$ cat config.mk
export PLATFORM = sky130hd
export DESIGN_NAME = pb_capture_ctrl_flat
export DESIGN_NICKNAME = d
export VERILOG_FILES = /design/src/rtl/pb_pkg.sv /design/src/rtl/pb_capture_ctrl_if.sv /design/src/rtl/pb_win_hit.sv /design/src/rtl/pb_capture_ctrl.sv /design/src/flat_wrapper.sv
export SDC_FILE = /design/constraint.sdc
export NUM_CORES = 1
export LEC_CHECK = 0
export BUFFER_PORTS_ARGS = -buffer_cell sky130_fd_sc_hd__buf_2
export CAP_MARGIN = 15
export CELL_PAD_IN_SITES_DETAIL_PLACEMENT = 0
export CELL_PAD_IN_SITES_GLOBAL_PLACEMENT = 2
export CORE_ASPECT_RATIO = 1.5
export CORE_UTILIZATION = 23
export DETAILED_ROUTE_END_ITERATION = 6
export PLACE_DENSITY_LB_ADDON = 0.1
export SYNTH_ARGS = -nofsm -noshare
export SYNTH_HDL_FRONTEND = slang
export SYNTH_SLANG_ARGS = --single-unit
$ cat constraint.sdc
create_clock -name i_clk -period 4.1 [get_ports i_clk]
set_clock_uncertainty 0.1 [all_clocks]
set_input_delay 1.23 -clock i_clk [delete_from_list [all_inputs] [get_ports i_clk]]
set_output_delay 1.23 -clock i_clk [all_outputs]
set_load 0.01 [all_outputs]
$ cat src/rtl/pb_pkg.sv
// ----------------------------------------------------------------------------
// pb_pkg -- shared definitions for the picture-buffer slice.
//
// Holds the default window/coordinate geometry, the coordinate typedefs and
// the capture FSM state enum. The capture controller, the picture buffer and
// the tracker all import this package so they agree on widths and encodings.
// ----------------------------------------------------------------------------
package pb_pkg;

    // Default window side in pixels (window is DefWin x DefWin).
    localparam int unsigned DefWin = 16;
    // Default width of camera pixel coordinates.
    localparam int unsigned DefCw  = 12;

    // Width of a row/column index inside the default window.
    localparam int unsigned DefRw  = $clog2(DefWin);

    // Camera coordinate and in-window buffer index for the default geometry.
    typedef logic [DefCw-1:0] coord_t;
    typedef logic [DefRw-1:0] pix_idx_t;

    // Capture controller states.
    typedef enum logic [1:0] {
        StIdle,
        StArmed,
        StCapture,
        StDone
    } cap_state_e;

    // Number of pixels in a complete window.
    function automatic int unsigned take_total(input int unsigned win);
        return win * win;
    endfunction

endpackage

$ cat src/rtl/pb_capture_ctrl_if.sv
// ----------------------------------------------------------------------------
// pb_capture_ctrl_if -- camera/consumer bus of the capture controller.
//
// Inputs to the controller (driven by the master side):
//   i_frame_start  one-cycle pulse at the first pixel of a frame
//   i_pix_valid    pixel strobe, qualifies i_x/i_y
//   i_x, i_y       current camera pixel coordinates (CW bits)
//   i_win_x/_y     requested window top-left corner (CW bits)
//   i_arm          one-cycle capture request
//   i_buf_ack      consumer has read the completed buffer
// Outputs of the controller (driven by the slave side):
//   o_take         one-cycle capture strobe to the picture buffer
//   o_row, o_col   buffer address of the pixel taken ($clog2(WIN) bits)
//   o_buf_valid    buffer holds a complete window
//   o_busy         capture armed or in progress
//   o_overrun      one-cycle pulse when a capture is aborted incomplete
// ----------------------------------------------------------------------------
interface pb_capture_ctrl_if
    import pb_pkg::*;
#(
    parameter int unsigned WIN = DefWin,
    parameter int unsigned CW  = DefCw
);

    localparam int unsigned RW = $clog2(WIN);

    logic          i_frame_start;
    logic          i_pix_valid;
    logic [CW-1:0] i_x;
    logic [CW-1:0] i_y;
    logic [CW-1:0] i_win_x;
    logic [CW-1:0] i_win_y;
    logic          i_arm;
    logic          i_buf_ack;

    logic          o_take;
    logic [RW-1:0] o_row;
    logic [RW-1:0] o_col;
    logic          o_buf_valid;
    logic          o_busy;
    logic          o_overrun;

    // Camera / consumer side.
    modport master (
        output i_frame_start, i_pix_valid, i_x, i_y, i_win_x, i_win_y, i_arm, i_buf_ack,
        input  o_take, o_row, o_col, o_buf_valid, o_busy, o_overrun
    );

    // Capture controller side.
    modport slave (
        input  i_frame_start, i_pix_valid, i_x, i_y, i_win_x, i_win_y, i_arm, i_buf_ack,
        output o_take, o_row, o_col, o_buf_valid, o_busy, o_overrun
    );

endinterface

$ cat src/rtl/pb_win_hit.sv
// ----------------------------------------------------------------------------
// pb_win_hit -- combinational in-window test and window-relative offsets.
//
// Ports:
//   i_pix_valid      pixel strobe
//   i_x, i_y         camera pixel coordinates (CW bits)
//   i_win_x/_y       window top-left corner (CW bits)
//   o_hit            pixel valid and inside the WIN x WIN window
//   o_row, o_col     i_y - i_win_y, i_x - i_win_x truncated to $clog2(WIN) bits
// ----------------------------------------------------------------------------
module pb_win_hit
    import pb_pkg::*;
#(
    parameter int unsigned WIN = DefWin,
    parameter int unsigned CW  = DefCw
) (
    input  logic                    i_pix_valid,
    input  logic [CW-1:0]           i_x,
    input  logic [CW-1:0]           i_y,
    input  logic [CW-1:0]           i_win_x,
    input  logic [CW-1:0]           i_win_y,
    output logic                    o_hit,
    output logic [$clog2(WIN)-1:0]  o_row,
    output logic [$clog2(WIN)-1:0]  o_col
);

    localparam int unsigned RW = $clog2(WIN);
    localparam int unsigned EW = CW + 1;

    // One extra bit so a window near the coordinate limit cannot wrap its
    // far edge back to small values.
    logic [EW-1:0] x_e, y_e;
    logic [EW-1:0] wx_lo, wy_lo;
    logic [EW-1:0] wx_hi, wy_hi;
    logic          x_in, y_in;

    always_comb begin
        x_e   = {1'b0, i_x};
        y_e   = {1'b0, i_y};
        wx_lo = {1'b0, i_win_x};
        wy_lo = {1'b0, i_win_y};
        wx_hi = wx_lo + EW'(WIN);
        wy_hi = wy_lo + EW'(WIN);

        x_in  = (x_e >= wx_lo) && (x_e < wx_hi);
        y_in  = (y_e >= wy_lo) && (y_e < wy_hi);
        o_hit = i_pix_valid && x_in && y_in;

        // Only meaningful when o_hit is set; the offset then fits in RW bits.
        o_row = RW'(i_y - i_win_y);
        o_col = RW'(i_x - i_win_x);
    end

endmodule

$ cat src/rtl/pb_capture_ctrl.sv
// ----------------------------------------------------------------------------
// pb_capture_ctrl -- captures one WIN x WIN window of a camera frame.
//
// After i_arm in IDLE the requested corner is latched and the controller
// waits for the next frame start. During capture every in-window pixel
// produces a registered o_take with its buffer row/column. The WIN*WIN-th
// take completes the buffer (o_buf_valid) until the consumer acknowledges.
// A new frame start before completion pulses o_overrun and restarts the
// capture on that frame.
//
// Ports:
//   i_clk   sole clock, rising edge
//   i_rst   synchronous active-high reset
//   bus     pb_capture_ctrl_if.slave (camera inputs, buffer/status outputs)
// ----------------------------------------------------------------------------
module pb_capture_ctrl
    import pb_pkg::*;
#(
    parameter int unsigned WIN = DefWin,
    parameter int unsigned CW  = DefCw
) (
    input  logic                 i_clk,
    input  logic                 i_rst,
    pb_capture_ctrl_if.slave     bus
);

    localparam int unsigned  RW       = $clog2(WIN);
    localparam int unsigned  CntW     = $clog2(take_total(WIN) + 1);
    localparam logic [CntW-1:0] LastTake = CntW'(take_total(WIN) - 1);

    cap_state_e     state_q;
    logic [CW-1:0]  win_x_q, win_y_q;
    logic [CntW-1:0] cnt_q;
    logic           take_q;
    logic [RW-1:0]  row_q, col_q;
    logic           overrun_q;

    logic           hit;
    logic [RW-1:0]  hit_row, hit_col;
    logic           capturing;
    logic [CntW-1:0] cnt_base;
    logic           take_d;
    logic           done_d;

    pb_win_hit #(
        .WIN (WIN),
        .CW  (CW)
    ) u_win_hit (
        .i_pix_valid (bus.i_pix_valid),
        .i_x         (bus.i_x),
        .i_y         (bus.i_y),
        .i_win_x     (win_x_q),
        .i_win_y     (win_y_q),
        .o_hit       (hit),
        .o_row       (hit_row),
        .o_col       (hit_col)
    );

    always_comb begin
        // The frame-start cycle in ARMED already belongs to the captured frame.
        capturing = (state_q == StCapture) || ((state_q == StArmed) && bus.i_frame_start);
        // A frame start restarts counting, including the retry case.
        cnt_base  = bus.i_frame_start ? '0 : cnt_q;
        take_d    = capturing && hit;
        done_d    = take_d && (cnt_base == LastTake);
    end

    always_ff @(posedge i_clk) begin
        if (i_rst) begin
            state_q   <= StIdle;
            win_x_q   <= '0;
            win_y_q   <= '0;
            cnt_q     <= '0;
            take_q    <= 1'b0;
            row_q     <= '0;
            col_q     <= '0;
            overrun_q <= 1'b0;
        end else begin
            take_q    <= take_d;
            overrun_q <= 1'b0;

            if (take_d) begin
                row_q <= hit_row;
                col_q <= hit_col;
            end

            if (capturing) begin
                if (done_d) begin
                    cnt_q <= '0;
                end else if (take_d) begin
                    cnt_q <= cnt_base + CntW'(1);
                end else begin
                    cnt_q <= cnt_base;
                end
            end

            unique case (state_q)
                StIdle: begin
                    if (bus.i_arm) begin
                        win_x_q <= bus.i_win_x;
                        win_y_q <= bus.i_win_y;
                        state_q <= StArmed;
                    end
                end
                StArmed: begin
                    if (bus.i_frame_start) begin
                        state_q <= done_d ? StDone : StCapture;
                    end
                end
                StCapture: begin
                    if (bus.i_frame_start) begin
                        overrun_q <= 1'b1;
                    end
                    if (done_d) begin
                        state_q <= StDone;
                    end
                end
                StDone: begin
                    // Ack wins over a simultaneous arm; arm is only seen in IDLE.
                    if (bus.i_buf_ack) begin
                        state_q <= StIdle;
                    end
                end
                default: state_q <= StIdle;
            endcase
        end
    end

    assign bus.o_take      = take_q;
    assign bus.o_row       = row_q;
    assign bus.o_col       = col_q;
    assign bus.o_overrun   = overrun_q;
    assign bus.o_buf_valid = (state_q == StDone);
    assign bus.o_busy      = (state_q == StArmed) || (state_q == StCapture);

endmodule

$ cat src/flat_wrapper.sv
// flat-port wrapper written by rule: the top's interface ports become plain ports
module pb_capture_ctrl_flat import pb_pkg::*;
#(
    parameter int unsigned WIN = DefWin,
    parameter int unsigned CW  = DefCw
)
  (i_clk, i_rst, bus_i_frame_start, bus_i_pix_valid, bus_i_x, bus_i_y, bus_i_win_x, bus_i_win_y, bus_i_arm, bus_i_buf_ack, bus_o_take, bus_o_row, bus_o_col, bus_o_buf_valid, bus_o_busy, bus_o_overrun);
  pb_capture_ctrl_if #(.WIN(WIN), .CW(CW)) bus_i ();
  input  logic i_clk;
  input  logic i_rst;
  input wire logic [$bits(bus_i.i_frame_start)-1:0] bus_i_frame_start;
  input wire logic [$bits(bus_i.i_pix_valid)-1:0] bus_i_pix_valid;
  input wire logic [$bits(bus_i.i_x)-1:0] bus_i_x;
  input wire logic [$bits(bus_i.i_y)-1:0] bus_i_y;
  input wire logic [$bits(bus_i.i_win_x)-1:0] bus_i_win_x;
  input wire logic [$bits(bus_i.i_win_y)-1:0] bus_i_win_y;
  input wire logic [$bits(bus_i.i_arm)-1:0] bus_i_arm;
  input wire logic [$bits(bus_i.i_buf_ack)-1:0] bus_i_buf_ack;
  output wire logic [$bits(bus_i.o_take)-1:0] bus_o_take;
  output wire logic [$bits(bus_i.o_row)-1:0] bus_o_row;
  output wire logic [$bits(bus_i.o_col)-1:0] bus_o_col;
  output wire logic [$bits(bus_i.o_buf_valid)-1:0] bus_o_buf_valid;
  output wire logic [$bits(bus_i.o_busy)-1:0] bus_o_busy;
  output wire logic [$bits(bus_i.o_overrun)-1:0] bus_o_overrun;
  assign bus_i.i_frame_start = bus_i_frame_start;
  assign bus_i.i_pix_valid = bus_i_pix_valid;
  assign bus_i.i_x = bus_i_x;
  assign bus_i.i_y = bus_i_y;
  assign bus_i.i_win_x = bus_i_win_x;
  assign bus_i.i_win_y = bus_i_win_y;
  assign bus_i.i_arm = bus_i_arm;
  assign bus_i.i_buf_ack = bus_i_buf_ack;
  assign bus_o_take = bus_i.o_take;
  assign bus_o_row = bus_i.o_row;
  assign bus_o_col = bus_i.o_col;
  assign bus_o_buf_valid = bus_i.o_buf_valid;
  assign bus_o_busy = bus_i.o_busy;
  assign bus_o_overrun = bus_i.o_overrun;
  pb_capture_ctrl #(.WIN(WIN), .CW(CW)) u_core (.i_clk(i_clk), .i_rst(i_rst), .bus(bus_i));
endmodule
-- After elaboration in Yosys (flattened, before gate mapping)
Cells that the tools add are included.
- RAM bits: 0
- memories kept: 0
- logic and storage cells: 49
- bits in latches: 0
- flip-flop bits (word level): 45
- output and inout port bits: 12
- bits in read-only memories: 0
- multiply operators: 0
- shift operators: 0
- muxes and demuxes: 10
- eq/ne operators: 8
- div/mod/pow operators: 0
- bitwise gates (word level): 1
- order comparisons: 4
- reductions and logical operators: 13
- add/sub/neg operators: 5
- operator list (cell ; number):
    $mux 9 ; 3
    $add 12x5->13 const B ; 2
    $lt 12x13->1 ; 2
    $ge 12x12->1 ; 2
    $add 9x1->9 const B ; 1
    $eq 9x8->1 const B ; 1
    $mux 2 ; 4
    $pmux 2 s4 ; 1
    $sub 4x4->4 ; 2
    $logic_and 1x1->1 ; 7
    $ne 2x2->1 const B ; 3
    $eq 2x2->1 const B ; 2
    $reduce_and 4->1 ; 1
    $eq 2x1->1 const B ; 1
    $logic_not 2->1 ; 1
    $logic_or 1x1->1 ; 2
    $mux 1 ; 2
    $ne 2x1->1 const B ; 1
    $reduce_and 2->1 ; 1
    $reduce_or 2->1 ; 1
    $not 1->1 ; 1

-- Longest topological paths before layout
Gate-level depths: netlist of run 1.
- depth after elaboration: 10
- depth in mapped cells: 14

-- Hierarchy
From an unflattened synthesis of run 1, not the netlist that was laid out.
- cell total of the unflattened synthesis: 419
- area, all modules: 3256.9 um^2
- by module, submodules not included (module ; area each (um^2) ; cells an instance ; times used ; seq. area each (um^2)):
    pb_capture_ctrl ; 1958.1 ; 243 ; 1 ; 900.9
    pb_win_hit ; 1298.7 ; 176 ; 1 ; 0.0

-- Worst setup path after synthesis of run 1
No wires, ideal clock.
- kind: input to register
- start point: in bus_i_x[0]
- end point: reg u_core.cnt_q[2]
- library setup time: 0.070 ns
- stages: 13
- data arrival time: 3.347 ns
- path slack: 0.582 ns
- required time: 3.930 ns
- cells stage by stage: inv_1 ha_1 inv_1 fa_1 a211oi_1 o21ai_0 o2111ai_1 a21oi_1 a211oi_1 or2_1 clkbuf_1 o211ai_1 a21oi_1
- word-level cells in the longest chain between the ends: 7
- elaborated cells between the ends (all ways): 9
- ends and longest elaborated chain (element ; line ; source):
    start: declaration ; flat_wrapper.sv:13 ; input wire logic [$bits(bus_i.i_x)-1:0] bus_i_x;
    $lt 12x13->1 / $ge 12x12->1 (equally long branches) ; pb_win_hit.sv:45 ; x_in = (x_e >= wx_lo) && (x_e < wx_hi);
    $logic_and 1x1->1 * ; pb_win_hit.sv:45 ;
    $logic_and 1x1->1 * (2 in a row) ; pb_win_hit.sv:47 ; o_hit = i_pix_valid && x_in && y_in;
    $logic_and 1x1->1 * ; pb_capture_ctrl.sv:64 ; take_d = capturing && hit;
    $mux 9 / $logic_and 1x1->1 (equally long branches) ; pb_capture_ctrl.sv:90, pb_capture_ctrl.sv:65 ;
    $mux 9 * ; pb_capture_ctrl.sv:88 ; if (done_d) begin
    end signal: assignment ; pb_capture_ctrl.sv:91 ; cnt_q <= cnt_base + CntW'(1);
    end signal: assignment ; pb_capture_ctrl.sv:93 ; cnt_q <= cnt_base;
    end: declaration ; pb_capture_ctrl.sv:33 ; logic [CntW-1:0] cnt_q;
Every way passes the cells marked *; elsewhere a longest branch is shown, timed or not.
A chain may end at the register's enable or synchronous reset.

-- Final worst setup path of run 1
- start point: in bus_i_y[0]
- end point: reg u_core.cnt_q[3]
- word-level cells in the longest chain between the ends: 6
- elaborated cells between the ends (all ways): 8
- ends and longest elaborated chain (element ; line ; source):
    start: declaration ; flat_wrapper.sv:14 ; input wire logic [$bits(bus_i.i_y)-1:0] bus_i_y;
    $lt 12x13->1 / $ge 12x12->1 (equally long branches) ; pb_win_hit.sv:46 ; y_in = (y_e >= wy_lo) && (y_e < wy_hi);
    $logic_and 1x1->1 * ; pb_win_hit.sv:46 ;
    $logic_and 1x1->1 * ; pb_win_hit.sv:47 ;
    $logic_and 1x1->1 * ; pb_capture_ctrl.sv:64 ;
    $mux 9 / $logic_and 1x1->1 (equally long branches) ; pb_capture_ctrl.sv:90, pb_capture_ctrl.sv:65 ;
    $mux 9 * ; pb_capture_ctrl.sv:88 ;
Marks and branches as above.

==> results of run 1 <==
## report_power, final
group	switching, uW	total, uW	internal, uW
sequential	51.7	547	495
clock	184	411	227
combinational	385	646	261
## flip-flops by register name, indices dropped and copies added, names as in the netlist
name and flops:
u_core.bus.o_col 4, u_core.bus.o_take 1, u_core.win_x_q 12, u_core.state_q 2
u_core.bus.o_overrun 1, u_core.bus.o_row 4, u_core.win_y_q 12, u_core.cnt_q 9
## layout by cell type, fill, tap and decap left out, drive strengths merged, types with 2 or more instances in the layout
cell type,n
and3,5
nand4,9
and2,3
nor2b,5
buf,73
nand2,72
nand3b,3
o21a,4
o21ai,11
fa,2
xnor2,15
or2,2
nor4,2
a211oi,8
dfxtp,45
a31oi,5
o31ai,3
inv,36
clkbuf,7
a31o,3
nor3,7
nand3,9
o211ai,8
a21oi,44
a21o,7
o2111ai,3
nor2,20
ha,49
## kinds of logic (layout without fill, tap and decap cells)
group / after synthesis / in the layout / share of synthesized area (%)
and+or+nand+nor: 140 / 140 / 20.2
AOI/OAI and AO/OA: 101 / 101 / 20.2
adders and majority gates: 51 / 51 / 20.7
buffers and inverters: 50 / 118 / 5.98
xor gates and xnor gates: 15 / 15 / 4.16
DFF: 45 / 45 / 28.5
muxes: 1 / 1 / 0.317
## path summary, 6_finish.rpt
path	start	endpoint	slack, ns	cells past startpoint
hold / removal	u_core.win_y_q[3]	u_core.win_y_q[3]	0.36	2
setup reg to reg	u_core.win_y_q[4]	u_core.cnt_q[3]	0.68	12
hold reg to reg	u_core.win_y_q[3]	u_core.win_y_q[3]	0.36	2
setup / recovery	bus_i_y[0]	u_core.cnt_q[3]	0.44	12
## final cells by class
type / count / area (um2)
clock buffer: 7 / 133
clock inverter: 1 / 7.51
fill: 1559 / 9630
inverter: 37 / 139
multi-input combinational: 308 / 2070
sequential: 45 / 901
tap: 162 / 203
timing repair buffer: 73 / 385
## through the flow
| step | setup slack (ns) | cell area (um2) | power (uW) | utilization (%) | instances |
|---|---|---|---|---|---|
| 5_1_grt | 0.162 | 3840 | 1760 | 28.5 | 633 |
| 3_5_place_dp | 0.0911 | 3700 | 1230 | 27.5 | 625 |
| 2_1_floorplan | 0.582 | 3160 | 1000 | - | 403 |
| 3_3_place_gp | 0.165 | 3700 | 1220 | 27.5 | 625 |
| 6_report | 0.442 | 3840 | 1600 | 28.5 | 633 |
| 4_1_cts | 0.399 | 3840 | 1650 | 28.5 | 633 |
## layer usage
metal	vias up	wire length (um)
met5	-	0
met4	0	221
met3	12	221
met2	50	5390
met1	1359	3860
li1	1537	-
## worst max-delay path: stages
cell and delay (ns):
buf_2 0.07, inv_1 0.03, ha_1 0.22, fa_1 0.40, a21boi_0 0.15, o21ai_0 0.21
a21oi_1 0.09, o21ai_0 0.19, nand4_2 0.11, or2_1 0.40, or4_1 0.53, a21oi_1 0.15
==> metrics, run 1 <==
# IOs=66; Least-Margin Pin Slew=0.964 ns; GR Util met1=14.6%; top cells by instance count after synthesis=nand2_1, ha_1, dfxtp_1; fraction of layout cells with a size suffix above 1=18.0%; violated checks=DRC; starting density of the core=23.5%; initial antenna violation count=0; Tcrit/Tclk final=89.2%; leakage power=0.00159 uW; max-cap viol count=0; final hold vios=0; Synth top area share=28.5%; Antenna Cells=0; Power Density=418 nW/um2; largest cells by area after synthesis=dfxtp_1, ha_1, nand2_1; Post-synth EDFFs=0; Rows=52; Post-Route Setup TNS=0 ns; synth unique cells=44; top-count cell post-synth=nand2_1; Num CTS Buffers=5; critical path startpoint category=input pin; IO buf count=65; largest net degree at the start of global routing=41; die area=14,200 um2; Mean Syn Cell Area=7.84 um2; Seq cells post-synth=45; grt peak-use layer=met2; f_max=273 MHz; Hold-fix buffers, CTS=0; Crit Path Max Fanout=12; Nets=575; Routed WL=9700 um; RSZ-0062 raised after global routing=no; Final Critical Period=3.66 ns; CORE AREA=13,500 um2; vias in the first global route=3,103; P&R area growth vs syn=21.5%; vias per cell=4.67; Gate Count Post-Synth=403; Vias=2,958; CTS Root Buffer Type=clkbuf_16; wire length per cell=15.3 um; Min-Delay Path Class=flop to flop; remaining antenna violation count after routing=0; critical path type=input pin to flop; Worst-Skew Late Latency=0.29 ns; Chip Width=97.7 um; sequential share of the synthesized area=28.5%; Clock Tree Buf Depth=2; syn_nets=508; first-pass GRT wire length=15,600 um; Routability Congestion=0.731; post-CTS setup buffers=0; HPWL after detailed placement=7770 um; Final Slew Violations=0; # setup viols final=0; most area-hungry cell type in the Yosys netlist=dfxtp_1; die height=146 um; CTS tree=done; max_slew headroom=35.7%; DRC viols=2; Worst setup EP type=flop; GR Layer Usage met3=1.97%; Synth Cell Area=3160 um2; htree depth=2; Num Clock Sinks=45; Min Hold Slack=0.356 ns; status=finished, violations left; Clock transition at path regs=0.06 ns; Synth async-reset ratio=0%; Iteration-0 DRC Markers=67; grt ovf=0; post-CTS sizing=0; Crit path required time=4.22 ns; dominant synthesized flop cell=dfxtp_1; First-pass DRT Iterations=6; WP data arrival=3.78 ns; grt met2 use=28.5%; Syn. warnings=0; Total Routing Usage GR=14.3%; Worst VDD drop=169 uV
(Power assumes the default switching activity.)
==> run 2, diff against run 1 <==
- CTS_CLUSTER_DIAMETER: default -> 120
- MAX_ROUTING_LAYER: default -> met4
==> run 2 against run 1 <==
The flow still finishes with violations (DRC). Highest routed layer unchanged. Design area stayed put. Critical path depth unchanged. Largest cell class unchanged. Count of clock-buffer cells in the layout unchanged. First-iteration DRC count rose by 4.5%. Flip-flop and latch count is the same. Hold slack about the same.
==> metrics, run 2 (synthesis results as in run 1) <==
status=finished, violations left; violated checks=DRC; leakage power=0.00159 uW; multi-input logic area=2070 um2; total power=1600 uW; CTS tree=done; final hold vios=0; Post-Route Setup TNS=0 ns; vias in the first global route=3,101; Least-Margin Pin Slew=0.979 ns; Register Area=901 um2; fin cells=633; RSZ-0062 raised after global routing=no; Clock transition at path regs=0.06 ns; Final Slew Violations=0; Hold Startpoint=u_core.win_y_q[3]; die height=146 um; Rows=52; internal cell power=983 uW; dpl ws=0.0911 ns; final setup margin=0.444 ns; Routability Congestion=0.740; die area=14,200 um2; Worst path max stage delay=0.53 ns; R2R Setup Slk=0.68 ns; post-CTS sizing=0; Worst-Skew Late Latency=0.29 ns; wire length per cell=15.3 um; Tcrit/Tclk final=89.2%; Clock Tree Buf Depth=2; grt ovf=0; Hold-fix buffers, CTS=0; Sw Ratio=38.7%; remaining antenna violation count after routing=0; fraction of layout cells with a size suffix above 1=18.0%; DRC viols=2; initial antenna violation count=0; first-pass GRT wire length=15,600 um; FILL cells=1,559; number of cells after detailed placement=625; Num CTS Buffers=5; Worst setup EP type=flop; Crit Path Max Fanout=12; Min-Delay Path Class=flop to flop; CORE AREA=13,500 um2; Setup crit start=bus_i_y[0]; Flop pwr share=34.1%; f_max=273 MHz; top cell family by delay on the critical path=simple AND/OR/NAND/NOR gates; Worst Path Buf+Inv=2; slowest CP cell=or4_1; Hold Path Stages=2; HPWL after detailed placement=7770 um; max_slew headroom=34.7%; critical path startpoint category=input pin; worst reg2reg startpoint=u_core.win_y_q[4]; Iteration-0 DRC Markers=70; P&R area growth vs syn=21.5%; Routed WL=9700 um; htree depth=2; critical path type=input pin to flop; post-CTS setup buffers=0; starting density of the core=23.5%; WP data arrival=3.78 ns; combinational cell fraction of total power=40.3%; most common cell after layout, fill and taps aside=nand2_1; Total Routing Usage GR=14.7%; Regs by FF count=u_core.win_x_q: 12 flops, u_core.win_y_q: 12 flops, u_core.cnt_q: 9 flops; reg2reg path depth=12; Chip Width=97.7 um; max-cap viol count=0; largest net degree at the start of global routing=41; Antenna Cells=0; CTS Root Buffer Type=clkbuf_16; Nets=575; # setup viols final=0; Num Clock Sinks=45; Switch Pwr=621 uW; Power Density=418 nW/um2; Final Critical Period=3.66 ns; crit path cell chain=buf_2, inv_1, ha_1, fa_1, a21boi_0, o21ai_0, a21oi_1, o21ai_0, nand4_2, or2_1, or4_1, a21oi_1; worst r2r dst=u_core.cnt_q[3]; WHS Endpoint=u_core.win_y_q[3]; Worst VDD drop=169 uV; clock power share=25.6%; # IOs=66; Vias=2,965; vias per cell=4.68; Crit path required time=4.22 ns; IO buf count=65; most frequent cells in the layout=nand2_1, buf_2, ha_1, dfxtp_1, a21oi_1; First-pass DRT Iterations=6
==> run 2: worst max-delay path by stage <==
stage                            to  slack [ns]  cells after the start
floorplan           u_core.cnt_q[2]        0.58                     13
global placement    u_core.cnt_q[3]        0.16                     10
detailed placement  u_core.cnt_q[3]        0.09                     12
CTS                 u_core.cnt_q[3]        0.40                     12
global route        u_core.cnt_q[3]        0.16                     14
finish              u_core.cnt_q[3]        0.44                     12
==> run 2: power by group through the flow <==
stage | Combinational, uW | Clock (uW) | Sequential (uW)
CTS | 669 | 435 | 548
global route | 753 | 449 | 557
finish | 646 | 411 | 547
global placement | 664 | 0 | 556
floorplan | 457 | 0 | 547
detailed placement | 666 | 0 | 559
==> run 2: area by class of cell <==
cell class,count,share of cell area [%]
sequential,45,23.5
inverter,37,3.62
multi-input combinational,308,53.9
clock inverter,1,0.196
tap,162,5.28
clock buffer,7,3.46
timing repair buffer,73,10.0
==> run 2: routing by layer <==
| layer | wire (um) | GRT usage, % |
|---|---|---|
| met5 | 0 | - |
| met4 | 221 | 5.38 |
| met3 | 207 | 1.92 |
| met2 | 5400 | 28.6 |
| met1 | 3870 | 14.6 |
==> run 2: through the flow <==
stage          cell area (um2)  hold slack (ns)  utilization (%)
2_1_floorplan             3160            0.336                -
3_3_place_gp              3700            0.342             27.5
3_5_place_dp              3700            0.350             27.5
4_1_cts                   3840            0.360             28.5
5_1_grt                   3840            0.369             28.5
6_report                  3840            0.356             28.5
==> run 2: tightest hold or removal path, delay by kind of cell, from the launching register on <==
kind | cells | cell delay [ns]
AO/OA/AOI/OAI | 1 | 0.05
flip-flops | 1 | 0.31
AND/OR/NAND/NOR | 1 | 0.05
==> run 3, diff against run 2 <==
- ABC_AREA: default -> 1
- CORE_UTILIZATION: 23 -> 31
==> run 3 against run 2 <==
The flow now finishes without violations. Synthesized area rose by 6.1%. Hold slack improved by 0.0075 ns. First-iteration DRC count increased by 30%. Worst setup slack improved by 0.46 ns. Flip-flop and latch count did not move. Maximum frequency is 14% higher. Largest power group unchanged.
==> metrics, run 3 <==
Final Critical Period=3.20 ns; syn_nets=567; Worst Path Buf+Inv=4; Routed WL=8600 um; Rows=46; Min Hold Slack=0.363 ns; Crit Path Max Fanout=25; number of cells after detailed placement=659; Total Routing Usage GR=16.7%; sequential share of the synthesized area=26.9%; largest net degree at the start of global routing=43; status=complete, no violations; Syn. warnings=0; crit path cell chain=buf_2, inv_1, ha_1, fa_1, inv_1, nand2_1, nand3b_1, nand2_1, nand2_1, a21oi_1, nor2_2, nand2_4, inv_4, nand2_1, o21ai_0, nand2_1, a21oi_1; Mean Syn Cell Area=7.26 um2; Antenna Cells=0; largest cells by area after synthesis=dfxtp_1, ha_1, nand2_1; final hold vios=0; Tcrit/Tclk final=77.9%; Chip Width=86.9 um; die height=129 um; DRC viols=0; Vias=3,018; Routability Congestion=0.740; CTS tree=done; fin area=3930 um2; most common cell after layout, fill and taps aside=nand2_1; Post-Route Setup TNS=0 ns; Synth Cell Area=3350 um2; Iteration-0 DRC Markers=91; dominant synthesized flop cell=dfxtp_1; Synth async-reset ratio=0%; most frequent cells in the layout=nand2_1, buf_2, inv_1, a21oi_1, ha_1; top cells by instance count after synthesis=nand2_1, inv_1, a21oi_1; post-CTS setup buffers=0; # setup viols final=0; CORE AREA=10,500 um2; Nets=627; Num CTS Buffers=5; crit-path most repeated cell=nand2_1; top-count cell post-synth=nand2_1; WP data arrival=3.33 ns; Gate Count Post-Synth=462; most area-hungry cell type in the Yosys netlist=dfxtp_1; fraction of layout cells with a size suffix above 1=18.4%; Min-Delay Path Class=flop to flop; first-pass GRT wire length=14,000 um; Worst setup EP type=flop; vias per cell=4.53; HPWL after detailed placement=6820 um; First-pass DRT Iterations=4; RSZ-0062 raised after global routing=no; fin cells=666; post-CTS sizing=0; remaining antenna violation count after routing=0; Worst path max stage delay=0.40 ns; die area=11,200 um2; IO buf count=65; dpl cell area=3790 um2; wire length per cell=12.9 um; slowest CP cell=fa_1; Post-synth EDFFs=0; synth unique cells=34; Power Density=455 nW/um2; Least-Margin Pin Slew=0.971 ns; Num Clock Sinks=45; top cell family by delay on the critical path=simple AND/OR/NAND/NOR gates; Clock Tree Buf Depth=2; # IOs=66; grt ovf=0; leakage power=0.00180 uW; Crit path required time=4.23 ns; Hold-fix buffers, CTS=0; vias in the first global route=2,997; Seq cells post-synth=45; Worst-Skew Late Latency=0.29 ns; critical path type=input pin to flop; starting density of the core=31.8%; critical path startpoint category=input pin; Regs by FF count=u_core.win_x_q: 12 flops, u_core.win_y_q: 12 flops, u_core.cnt_q: 9 flops; Final Slew Violations=0; P&R area growth vs syn=17.2%; max_slew headroom=35.2%; CTS Root Buffer Type=clkbuf_16; max-cap viol count=0; Clock transition at path regs=0.07 ns; Worst VDD drop=293 uV; htree depth=2; f_max=313 MHz; Synth top area share=26.9%; initial antenna violation count=0
[run 3: cell count changes in the layout (fill, tap and decap cells not counted), moves of 7 or more]
| cell | delta |
|---|---|
| nand3_1 | +11 |
| a211oi_1 | -8 |
| nand2_1 | +25 |
| buf_4 | -7 |
| o211ai_1 | -7 |
| a21oi_1 | +8 |
| inv_1 | +17 |
| o21ai_0 | +23 |
| nor2_1 | +14 |
| xnor2_1 | -10 |
| xor2_1 | +16 |
[run 3: metal layers]
layer  track usage [%]  share of wire, %
met5                 -                 0
met4              5.39               1.6
met3              2.10               2.5
met2              31.3                54
met1              17.8                42
[run 3: cell families (layout without fill, tap and decap cells)]
family | Yosys count | count (layout) | synth area share (%)
flip-flops | 45 | 45 | 26.9
XOR/XNOR | 21 | 21 | 5.49
buffers and inverters | 70 | 130 | 8.81
AO/OA/AOI/OAI | 96 | 96 | 15.8
adder cells (fa/ha/maj) | 51 | 51 | 19.5
AND/OR/NAND/NOR | 179 | 179 | 23.6
[run 3: per-stage QoR]
stage / utilization [%] / total power (uW) / setup WS [ns]
2_1_floorplan: - / 1170 / 1.05
3_3_place_gp: 35.9 / 1400 / 0.602
3_5_place_dp: 35.9 / 1400 / 0.575
4_1_cts: 37.3 / 1820 / 0.878
5_1_grt: 37.3 / 1960 / 0.641
6_report: 37.3 / 1790 / 0.905
[run 3: report_power, final]
part | internal, uW | switching (uW) | total [uW]
logic | 301 | 495 | 796
registers | 517 | 59.0 | 576
clock network | 240 | 175 | 415
total | 1060 | 729 | 1790
[run 3: worst register-to-register path: stages, from the launching register on]
cell	delay, ns
dfxtp_1	0.36
inv_1	0.09
nor3_1	0.33
nand3_1	0.18
nor3_1	0.25
xor2_1	0.19
ha_1	0.26
nand2_2	0.09
or2_1	0.11
nand3_2	0.09
nor2_4	0.17
nand2_4	0.15
inv_4	0.24
nand2_1	0.08
o21ai_0	0.08
nand2_1	0.06
a21oi_1	0.11
[run 3: final cells by class]
type | count | area [um2]
clock buffers | 7 | 143
fillers | 1163 | 6600
inverters | 57 | 216
multi-input cells | 347 | 2160
flip-flops and latches | 45 | 901
well taps | 144 | 180
repair buffers | 66 | 333
[run 3: worst paths after layout]
kind	startpoint	end	slack, ns	cells past startpoint
max	bus_i_y[0]	u_core.cnt_q[7]	0.90	17
min	u_core.win_y_q[2]	u_core.win_y_q[2]	0.36	2
max reg2reg	u_core.win_y_q[4]	u_core.cnt_q[7]	1.09	16
min reg2reg	u_core.win_y_q[2]	u_core.win_y_q[2]	0.36	2
